**src/rtl/tone_divider_pkg.sv**
```systemverilog
// Shared constants and helpers for the tone divider: minimum running divisor,
// default divisor width and the high-phase length function.
package tone_divider_pkg;

  localparam int MIN_DIV       = 2;
  localparam int DEFAULT_WIDTH = 16;

  // Number of high cycles in a period of d clocks.
  function automatic logic [31:0] half(input logic [31:0] d);
    return d >> 1;
  endfunction

endpackage

```
**src/rtl/tone_divider_if.sv**
```systemverilog
// Control/status bundle between the note sequencer (master) and the divider (slave).
interface tone_divider_if
  import tone_divider_pkg::*;
#(
  parameter int WIDTH = DEFAULT_WIDTH
);

  logic             enable;
  logic [WIDTH-1:0] div_val;
  logic             div_load;
  logic             clk_div;
  logic             tick;
  logic             pend_busy;

  modport master (
    output enable, div_val, div_load,
    input  clk_div, tick, pend_busy
  );

  modport slave (
    input  enable, div_val, div_load,
    output clk_div, tick, pend_busy
  );

endinterface

```
**src/rtl/tone_div_core.sv**
```systemverilog
// Phase counter and registered clk_div/tick generation. i_run is the run decision
// for the cycle after the coming edge; r_cnt always holds the phase being shown.
module tone_div_core
  import tone_divider_pkg::*;
#(
  parameter int WIDTH = DEFAULT_WIDTH
) (
  input  logic             clk,
  input  logic             rst_n,
  input  logic [WIDTH-1:0] i_act_div,
  input  logic             i_run,
  output logic             o_active,
  output logic             o_period_end,
  output logic             o_clk_div,
  output logic             o_tick
);

  logic [WIDTH-1:0] r_cnt;
  logic [WIDTH-1:0] w_cnt_next;
  logic             r_active;
  logic             r_clk_div;
  logic             r_tick;

  assign o_active     = r_active;
  assign o_period_end = r_active && (r_cnt == i_act_div - WIDTH'(1));
  assign o_clk_div    = r_clk_div;
  assign o_tick       = r_tick;

  // Coming out of idle or off the last phase both restart at phase 0.
  always_comb begin
    w_cnt_next = '0;
    if (i_run && r_active && !o_period_end) begin
      w_cnt_next = r_cnt + WIDTH'(1);
    end
  end

  always_ff @(posedge clk or negedge rst_n) begin
    if (!rst_n) begin
      r_cnt     <= '0;
      r_active  <= 1'b0;
      r_clk_div <= 1'b0;
      r_tick    <= 1'b0;
    end else begin
      r_cnt     <= w_cnt_next;
      r_active  <= i_run;
      r_clk_div <= i_run && (32'(w_cnt_next) < half(32'(i_act_div)));
      r_tick    <= i_run && (w_cnt_next == '0);
    end
  end

endmodule

```
**src/rtl/tone_divider.sv**
```systemverilog
// Glitch-free programmable tone divider: holds the active and pending divisors
// and decides at each edge whether the phase counter runs in the next cycle.
module tone_divider
  import tone_divider_pkg::*;
#(
  parameter int          WIDTH     = DEFAULT_WIDTH,
  parameter int unsigned RESET_DIV = 0
) (
  input  logic           clk,
  input  logic           rst_n,
  tone_divider_if.slave  bus
);

  localparam logic [WIDTH-1:0] L_MIN_DIV = WIDTH'(MIN_DIV);

  logic [WIDTH-1:0] r_act_div;
  logic [WIDTH-1:0] r_pend_div;
  logic             r_pend_valid;
  logic [WIDTH-1:0] w_act_next;
  logic [WIDTH-1:0] w_pend_div_next;
  logic             w_pend_valid_next;
  logic             w_run_next;
  logic             w_active;
  logic             w_period_end;
  logic             w_clk_div;
  logic             w_tick;

  // A fresh load always beats an older pending value when the divisor may change.
  always_comb begin
    w_act_next        = r_act_div;
    w_pend_div_next   = r_pend_div;
    w_pend_valid_next = r_pend_valid;
    w_run_next        = 1'b0;
    if (!bus.enable || w_period_end) begin
      if (bus.div_load) begin
        w_act_next = bus.div_val;
      end else if (r_pend_valid) begin
        w_act_next = r_pend_div;
      end
      w_pend_valid_next = 1'b0;
      w_run_next        = bus.enable && (w_act_next >= L_MIN_DIV);
    end else if (!w_active) begin
      if (bus.div_load) begin
        w_act_next = bus.div_val;
      end
      w_run_next = (r_act_div >= L_MIN_DIV);
    end else begin
      if (bus.div_load) begin
        w_pend_div_next   = bus.div_val;
        w_pend_valid_next = 1'b1;
      end
      w_run_next = (r_act_div >= L_MIN_DIV);
    end
  end

  always_ff @(posedge clk or negedge rst_n) begin
    if (!rst_n) begin
      r_act_div    <= WIDTH'(RESET_DIV);
      r_pend_div   <= '0;
      r_pend_valid <= 1'b0;
    end else begin
      r_act_div    <= w_act_next;
      r_pend_div   <= w_pend_div_next;
      r_pend_valid <= w_pend_valid_next;
    end
  end

  tone_div_core #(
    .WIDTH (WIDTH)
  ) u_core (
    .clk          (clk),
    .rst_n        (rst_n),
    .i_act_div    (r_act_div),
    .i_run        (w_run_next),
    .o_active     (w_active),
    .o_period_end (w_period_end),
    .o_clk_div    (w_clk_div),
    .o_tick       (w_tick)
  );

  assign bus.clk_div   = w_clk_div;
  assign bus.tick      = w_tick;
  assign bus.pend_busy = r_pend_valid;

endmodule

```
**src/flat_wrapper.sv**
```systemverilog
// flat-port wrapper written by rule: the top's interface ports become plain ports
module tone_divider_flat import tone_divider_pkg::*;
#(
  parameter int          WIDTH     = DEFAULT_WIDTH,
  parameter int unsigned RESET_DIV = 0
)
  (clk, rst_n, bus_enable, bus_div_val, bus_div_load, bus_clk_div, bus_tick, bus_pend_busy);
  tone_divider_if #(.WIDTH(WIDTH)) bus_i ();
  input  logic clk;
  input  logic rst_n;
  input wire logic [$bits(bus_i.enable)-1:0] bus_enable;
  input wire logic [$bits(bus_i.div_val)-1:0] bus_div_val;
  input wire logic [$bits(bus_i.div_load)-1:0] bus_div_load;
  output wire logic [$bits(bus_i.clk_div)-1:0] bus_clk_div;
  output wire logic [$bits(bus_i.tick)-1:0] bus_tick;
  output wire logic [$bits(bus_i.pend_busy)-1:0] bus_pend_busy;
  assign bus_i.enable = bus_enable;
  assign bus_i.div_val = bus_div_val;
  assign bus_i.div_load = bus_div_load;
  assign bus_clk_div = bus_i.clk_div;
  assign bus_tick = bus_i.tick;
  assign bus_pend_busy = bus_i.pend_busy;
  tone_divider #(.WIDTH(WIDTH), .RESET_DIV(RESET_DIV)) u_core (.clk(clk), .rst_n(rst_n), .bus(bus_i));
endmodule
```
**config.mk**
```make
export PLATFORM = sky130hd
export DESIGN_NAME = tone_divider_flat
export DESIGN_NICKNAME = d
export VERILOG_FILES = /design/src/rtl/tone_divider_pkg.sv /design/src/rtl/tone_divider_if.sv /design/src/rtl/tone_div_core.sv /design/src/rtl/tone_divider.sv /design/src/flat_wrapper.sv
export SDC_FILE = /design/constraint.sdc
export NUM_CORES = 1
export LEC_CHECK = 0
export ABC_AREA = 1
export ABC_CLOCK_PERIOD_IN_PS = 6800
export BUFFER_PORTS_ARGS = -buffer_cell sky130_fd_sc_hd__buf_4
export CAP_MARGIN = 10
export CORE_AREA = 2 2 79 81
export CTS_BUF_LIST = sky130_fd_sc_hd__clkbuf_4
export CTS_CLUSTER_DIAMETER = 50
export DETAILED_ROUTE_END_ITERATION = 12
export DIE_AREA = 0 0 81 83
export GPL_TIMING_DRIVEN = 0
export PLACE_DENSITY = 0.82
export SLEW_MARGIN = 0
export SYNTH_ARGS = -nofsm -noshare
export SYNTH_HDL_FRONTEND = slang
export SYNTH_HIERARCHICAL = 1
export SYNTH_SLANG_ARGS = --single-unit
export TNS_END_PERCENT = 1
```
**constraint.sdc**
```tcl
create_clock -name clk -period 6.8 [get_ports clk]
set_clock_uncertainty 0.05 [all_clocks]
set_input_delay 1.02 -clock clk [delete_from_list [all_inputs] [get_ports clk]]
set_output_delay 1.02 -clock clk [all_outputs]
set_load 0.02 [all_outputs]
```
==> results of run 1 <==
-- where the power goes --
part | switching, mW | leakage (nW) | internal (mW)
registers | 0.0323 | 0.646 | 0.338
clock network | 0.106 | 0.0428 | 0.0771
logic | 0.113 | 1.41 | 0.0679
-- cell type report --
type	instances	area, sq um
clock buffer	5	37.5
fill	504	1730
timing repair buffer	22	165
clock inverter	3	42.5
tap	75	93.8
sequential	52	1300
multi-input combinational	394	2030
buffer	13	87.6
inverter	88	330
-- cells by family after synthesis --
family / share of synthesized area
mux: 0.00601
flops: 0.347
compound gates: 0.106
buf+inv: 0.111
simple gates: 0.343
xor+xnor: 0.0327
fa+ha+maj: 0.0534
-- synthesized netlist by cell type (5+ instances only) --
library cell | instances | area share
nand2_1 | 145 | 0.15
nand2_2 | 8 | 0.013
buf_2 | 5 | 0.0067
inv_1 | 85 | 0.085
nor2_2 | 9 | 0.015
o211ai_1 | 9 | 0.018
nor2_1 | 64 | 0.064
o21ai_1 | 9 | 0.012
ha_1 | 16 | 0.053
dfrtp_1 | 52 | 0.35
a21oi_1 | 16 | 0.021
nand4_1 | 10 | 0.017
o21ai_0 | 26 | 0.035
nand3_1 | 24 | 0.032
nor3_1 | 16 | 0.021
xor2_1 | 10 | 0.023
-- final timing paths --
| kind | start | to | slack (ns) | depth (start not counted) |
|---|---|---|---|---|
| setup / recovery | u_core/r_act_div[1]$_DFFE_PN0P_ | u_core/u_core/o_clk_div$_DFF_PN0_ | 2.34 | 29 |
| hold / removal | u_core/r_pend_div[3]$_DFFE_PN0P_ | u_core/r_pend_div[3]$_DFFE_PN0P_ | 0.46 | 2 |
| setup reg to reg | u_core/r_act_div[1]$_DFFE_PN0P_ | u_core/u_core/o_clk_div$_DFF_PN0_ | 2.34 | 29 |
| hold reg to reg | u_core/r_pend_div[3]$_DFFE_PN0P_ | u_core/r_pend_div[3]$_DFFE_PN0P_ | 0.46 | 2 |
| max in group asynchronous | rst_n | u_core/r_pend_div[8]$_DFFE_PN0P_ | 5.69 | 1 |
| min in group asynchronous | rst_n | u_core/u_core/r_cnt[14]$_DFF_PN0_ | 0.59 | 1 |
-- metrics by stage --
step	area, sq um	util
after floorplan	3750	-
after global routing	4090	0.703
after CTS	4090	0.703
after global placement	4010	0.689
after detailed placement	4010	0.689
final	4090	0.703
-- metal layers --
layer	GRT usage	share of wire	vias to the layer above
met4	0.139	0.048	0
met3	0.0370	0.041	37
met1	0.367	0.42	1635
li1	-	-	1798
met5	0	0	-
met2	0.479	0.49	124
-- worst reg2reg max path: cells and delay by family (launching register included) --
kind	cells	cell delay, ns
flip-flops	1	0.53
AO/OA/AOI/OAI	3	0.46
adder cells (fa/ha/maj)	2	0.54
buffers and inverters	7	0.81
AND/OR/NAND/NOR	17	2.02
-- registers in the layout, summed over array words and instances (netlist names) --
signal and flops:
u_core/r_pend_div 16, u_core/u_core/o_tick 1, u_core/u_core/o_active 1, u_core/u_core/o_clk_div 1
u_core/bus.pend_busy 1, u_core/u_core/r_cnt 16, u_core/r_act_div 16
==> impl_metrics.tcl, run 1 <==
set metrics [dict create \
    outcome "completed" \
    drive_gt1_frac 0.114 \
    die_area_sq_um 6720 \
    instances_no_fill 652 \
    wl_per_cell_microns 14.0 \
    final_cell_mix "145 x nand2_1, 85 x inv_1, 64 x nor2_1" \
    fin_nets 612 \
    hold_path.class "reg -> reg" \
    hold_viol_final 0 \
    worst_ir_drop_vdd_uv 108 \
    wl_microns 9130 \
    critical_path_buf_inv_count 7 \
    rsz0062_at_grt "no" \
    overflow 0 \
    synth_cells 547 \
    path_delay_family "simple AND/OR/NAND/NOR gates" \
    cpMostUsedCell "nand2_1" \
    yosysUniqueCellTypes 35 \
    vias 3594 \
    powerDensity_nw_per_um2 180 \
    insertion_delay_ns 0.38 \
    grt_pass1_vias 3349 \
    cts_resized 0 \
    path_class "reg -> reg" \
    crit_path_max_incr_delay_ns 0.53 \
    hold_buffers 0 \
    antenna_found_initial 0 \
    setup_slack_ns 2.34 \
    placementRows 28 \
    die_w_microns 81 \
    grt_pass1_wl_microns 15300 \
    place_inst 644 \
    max_freq_ghz 0.224 \
    syn_nets 583 \
    cts_sinks 52 \
    post-dp-hpwl_microns 7140 \
    cts_made_buffers 5 \
    crit_arrival_ns 4.74 \
    drc 0 \
    dieHeight_microns 83 \
    syn_area_sq_um 3750 \
    cts.clk_slew.worst_paths_ns 0.16 \
    grt_use_total 0.289 \
    initial_core_util 0.645 \
    relSlewSlack 0.572 \
    clockBufferDepth 2 \
    total_power_mw 0.735 \
    timing.final.crit_share 0.656 \
    syn2layout_area_growth_pct 9.05 \
    cp_max_fo 10 \
    setup_viol 0 \
    ant_nets 0 \
    ys_ff_latch 52 \
    synth_edf_count 0 \
    cts_tree "yes" \
    ys.flop_type "dfrtp_1" \
    cts_max_level 2 \
    yosysWarningCount 6 \
    grt_max_degree 53 \
    drt_iter0_drc 294 \
    post_cts_buffers 0 \
    timing.hold.ws_ns 0.457 \
    coreArea_sq_um 5820 \
    first_pass_iters 5 \
    maxCapViolCount 0 \
    io_buffers 22 \
    viasPerCell 5.51 \
    slowest_stage "dfrtp_1" \
    antenna_cells 0 \
    start_kind "flip-flop" \
    worstPathRequired_ns 7.08 \
    pre_cts_slack_ns 2.47 \
    num_io_pins 23 \
    root_buffer "clkbuf_4" \
    syn_avg_cell_area_sq_um 6.85 \
    crit_path_end_kind "flip-flop" \
    timing.final.crit_period_ns 4.46 \
    fin_setup_tns_ns 0 \
    ys_seq_area_frac 0.347 \
    drv_slew 0 \
    tightest_slew_ns 0.642 \
    synth-async-reset-ratio 1.00 \
    final_common_cell "nand2_1" \
    power_leakage_nw 2.10 \
    gp_congestion 0.917 \
]
Power figures use the tool's default switching activity.
==> inputs of run 2 (changes only) <==
--- a/config.mk
+++ b/config.mk
@@ -5,17 +5,17 @@
 export SDC_FILE = /design/constraint.sdc
 export NUM_CORES = 1
 export LEC_CHECK = 0
-export ABC_AREA = 1
-export ABC_CLOCK_PERIOD_IN_PS = 6800
+export ABC_AREA = 0
+export ABC_CLOCK_PERIOD_IN_PS = 3640
 export BUFFER_PORTS_ARGS = -buffer_cell sky130_fd_sc_hd__buf_4
 export CAP_MARGIN = 10
-export CORE_AREA = 2 2 79 81
+export CORE_AREA = 2 2 84 86
 export CTS_BUF_LIST = sky130_fd_sc_hd__clkbuf_4
 export CTS_CLUSTER_DIAMETER = 50
 export DETAILED_ROUTE_END_ITERATION = 12
-export DIE_AREA = 0 0 81 83
+export DIE_AREA = 0 0 86 88
 export GPL_TIMING_DRIVEN = 0
-export PLACE_DENSITY = 0.82
+export PLACE_DENSITY = 0.76
 export SLEW_MARGIN = 0
 export SYNTH_ARGS = -nofsm -noshare
 export SYNTH_HDL_FRONTEND = slang
==> constraint.sdc (replaced) <==
create_clock -name clk -period 3.64 [get_ports clk]
set_clock_uncertainty 0.05 [all_clocks]
set_input_delay 0.546 -clock clk [delete_from_list [all_inputs] [get_ports clk]]
set_output_delay 0.546 -clock clk [all_outputs]
set_load 0.02 [all_outputs]
==> impl_metrics.tcl, run 2 <==
set metrics [dict create \
    syn2layout_area_growth_pct 22.9 \
    ys_top_cells_by_count "52 x dfrtp_1, 34 x nor2_1, 24 x nand2_1" \
    met1_length_microns 4230 \
    yosysWarningCount 6 \
    die_area_sq_um 7570 \
    overflow 0 \
    synth_cells 397 \
    setup_slack_ns -1.26 \
    grt_max_degree 53 \
    grt_pass1_wl_microns 15700 \
    crit_arrival_ns 5.13 \
    initial_core_util 0.560 \
    ys.flop_type "dfrtp_1" \
    io_buffers 21 \
    drc 0 \
    drive_gt1_frac 0.327 \
    viasPerCell 6.27 \
    synth_edf_count 0 \
    rsz0062_at_grt "yes" \
    cts_max_level 2 \
    crit_path_end_kind "flip-flop" \
    timing.final.crit_share 1.35 \
    setup_viol 45 \
    ant_nets 0 \
    drt_iter0_drc 285 \
    grt_use_total 0.263 \
    wl_met3_microns 441 \
    cpMostUsedCell "or4_4" \
    cts.clk_slew.worst_paths_ns 0.16 \
    fin_nets 490 \
    coreArea_sq_um 6640 \
    cp_max_fo 7 \
    path_class "reg -> reg" \
    yosys-top-cells-area "dfrtp_1 35%, ha_1 5.4%, mux2_2 4.8%" \
    cts_sinks 52 \
    first_pass_iters 5 \
    dr_wl_met2_microns 5160 \
    worst_ir_drop_vdd_uv 201 \
    synth.top_cell.area_share 0.350 \
    synth_top_area_cell "dfrtp_1" \
    cts_made_buffers 5 \
    wl_microns 10100 \
    fillers 511 \
    vias 3354 \
    syn_area_sq_um 3720 \
    ys_seq_area_frac 0.350 \
    outcome "complete, but fails checks" \
    die_w_microns 86 \
    power_leakage_nw 1.99 \
    tightest_slew_ns 0.663 \
    hold_path.class "in -> async" \
    wl_per_cell_microns 18.8 \
    dieHeight_microns 88 \
    start_kind "flip-flop" \
    fin_setup_tns_ns -6.36 \
    synth-async-reset-ratio 1.00 \
    final_core_util 0.688 \
    worstPathRequired_ns 3.88 \
    clockBufferDepth 2 \
    path_delay_family "simple AND/OR/NAND/NOR gates" \
    timing.final.crit_period_ns 4.90 \
    yosysUniqueCellTypes 61 \
    gp_congestion 0.922 \
    post-dp-hpwl_microns 6880 \
    slowest_stage "or4_4" \
    cp_cell_sequence "or4_4 -> or4_4 -> a31oi_4 -> a21oi_2 -> or3_4 -> nor4_4 -> buf_4 -> buf_6 -> nand4b_1 -> nand3_2 -> a21oi_4 -> clkbuf_16 -> nand2_4 -> nor2_4 -> ha_4 -> nand4_1 -> nor3_2 -> o21ai_1 -> nor3b_2 -> o211ai_1 -> o21a_1" \
    highest_layer "met4" \
    maxCapViolCount 0 \
    num_io_pins 23 \
    synth.most_common_cell "dfrtp_1" \
    final_common_cell "buf_4" \
    violations "setup timing" \
    crit_path_max_incr_delay_ns 0.58 \
    hold_viol_final 0 \
    drv_slew 0 \
    placementRows 30 \
    critical_path_buf_inv_count 3 \
    root_buffer "clkbuf_4" \
    reg2reg_depth 21 \
    antenna_found_initial 0 \
    max_freq_ghz 0.204 \
    syn_avg_cell_area_sq_um 9.37 \
    syn_nets 433 \
    cts_tree "yes" \
    reg_top3 "u_core/r_act_div (16), u_core/r_pend_div (16), u_core/u_core/r_cnt (16)" \
    ys_ff_latch 52 \
    insertion_delay_ns 0.39 \
    relSlewSlack 0.558 \
    final_cell_mix "50 x buf_4, 44 x dfrtp_1, 27 x nor2_1" \
    cp.depth 21 \
    timing.hold.ws_ns 0.118 \
    powerDensity_nw_per_um2 302 \
    antenna_cells 0 \
    grt_pass1_vias 3282 \
]
[run 2: changes by cell type after synthesis, moves of 8 or more]
cell / before / now
nand2_1: 145 / 24
inv_1: 85 / 20
nor2_1: 64 / 34
o21ai_0: 26 / 5
mux2_2: 0 / 16
xnor2_1: 4 / 17
o22ai_1: 3 / 15
a2bb2oi_2: 0 / 10
nor2_2: 9 / 0
o21ai_1: 9 / 0
and3_1: 1 / 9
nand2_2: 8 / 0
[run 2: logic make-up (layout without fill, tap and decap cells)]
logic type,after synthesis,in the layout,synth area share
flops,52,52,0.350
compound gates,81,81,0.180
simple gates,158,158,0.235
mux,16,16,0.0484
fa+ha+maj,16,16,0.0538
buf+inv,41,99,0.0555
xor+xnor,33,33,0.0777
[run 2: power by group]
group / internal, mW / switching [mW] / leakage (nW)
Sequential: 0.639 / 0.0744 / 0.626
Combinational: 0.194 / 0.187 / 1.33
Clock: 0.0889 / 0.199 / 0.0367
[run 2: layout make-up]
class,instances,area [sq um],share of cell area
multi-input combinational,304,2470,0.540
tap,80,100,0.0219
clock buffer,6,45.0,0.00985
inverter,21,85.1,0.0186
sequential,52,1310,0.287
buffer,17,130,0.0285
timing repair buffer,53,413,0.0903
clock inverter,2,17.5,0.00383
[run 2: worst register-to-register path, cell delays in order (launching register included)]
cell	delay, ns
dfrtp_1	0.44
or4_4	0.58
or4_4	0.57
a31oi_4	0.21
a21oi_2	0.09
or3_4	0.39
nor4_4	0.31
buf_4	0.19
buf_6	0.09
nand4b_1	0.11
nand3_2	0.13
a21oi_4	0.11
clkbuf_16	0.19
nand2_4	0.06
nor2_4	0.04
ha_4	0.26
nand4_1	0.19
nor3_2	0.20
o21ai_1	0.11
nor3b_2	0.17
o211ai_1	0.10
o21a_1	0.22
[run 2: repair_timing]
| item | CTS | global route |
|---|---|---|
| pin swaps | 10 | 20 |
| resized for setup | 14 | 44 |
| setup endpoints to repair | 40 | 30 |
| gates cloned | 0 | 1 |
| setup buffers | 10 | 21 |
| hold buffers | 0 | 0 |
[run 2: worst paths after layout]
check                                            startpoint                                 to  slack, ns
setup / recovery            u_core/r_act_div[2]$_DFFE_PN0P_  u_core/u_core/o_clk_div$_DFF_PN0_      -1.26
hold / removal                                        rst_n  u_core/u_core/r_cnt[11]$_DFF_PN0_       0.12
setup reg to reg            u_core/r_act_div[2]$_DFFE_PN0P_  u_core/u_core/o_clk_div$_DFF_PN0_      -1.26
hold reg to reg            u_core/r_pend_div[0]$_DFFE_PN0P_   u_core/r_pend_div[0]$_DFFE_PN0P_       0.48
max in group asynchronous                             rst_n    u_core/r_act_div[5]$_DFFE_PN0P_       2.94
min in group clk                            bus_div_val[10]  u_core/r_pend_div[10]$_DFFE_PN0P_       0.34
[run 2: layer usage]
metal | track usage | vias to the layer above
li1 | - | 1579
met2 | 0.472 | 119
met3 | 0.0292 | 19
met4 | 0.0866 | 0
met1 | 0.330 | 1637
met5 | 0 | -
[run 2: through the flow]
step	worst slack (ns)	power, mW	instance area (sq um)	cells
6_report	-1.26	1.38	4570	535
5_1_grt	-1.48	1.46	4570	535
4_1_cts	-1.14	1.34	4230	516
3_5_place_dp	-1.52	1.02	4030	498
3_3_place_gp	-1.46	1.01	4030	498
2_1_floorplan	-0.875	0.919	3780	397
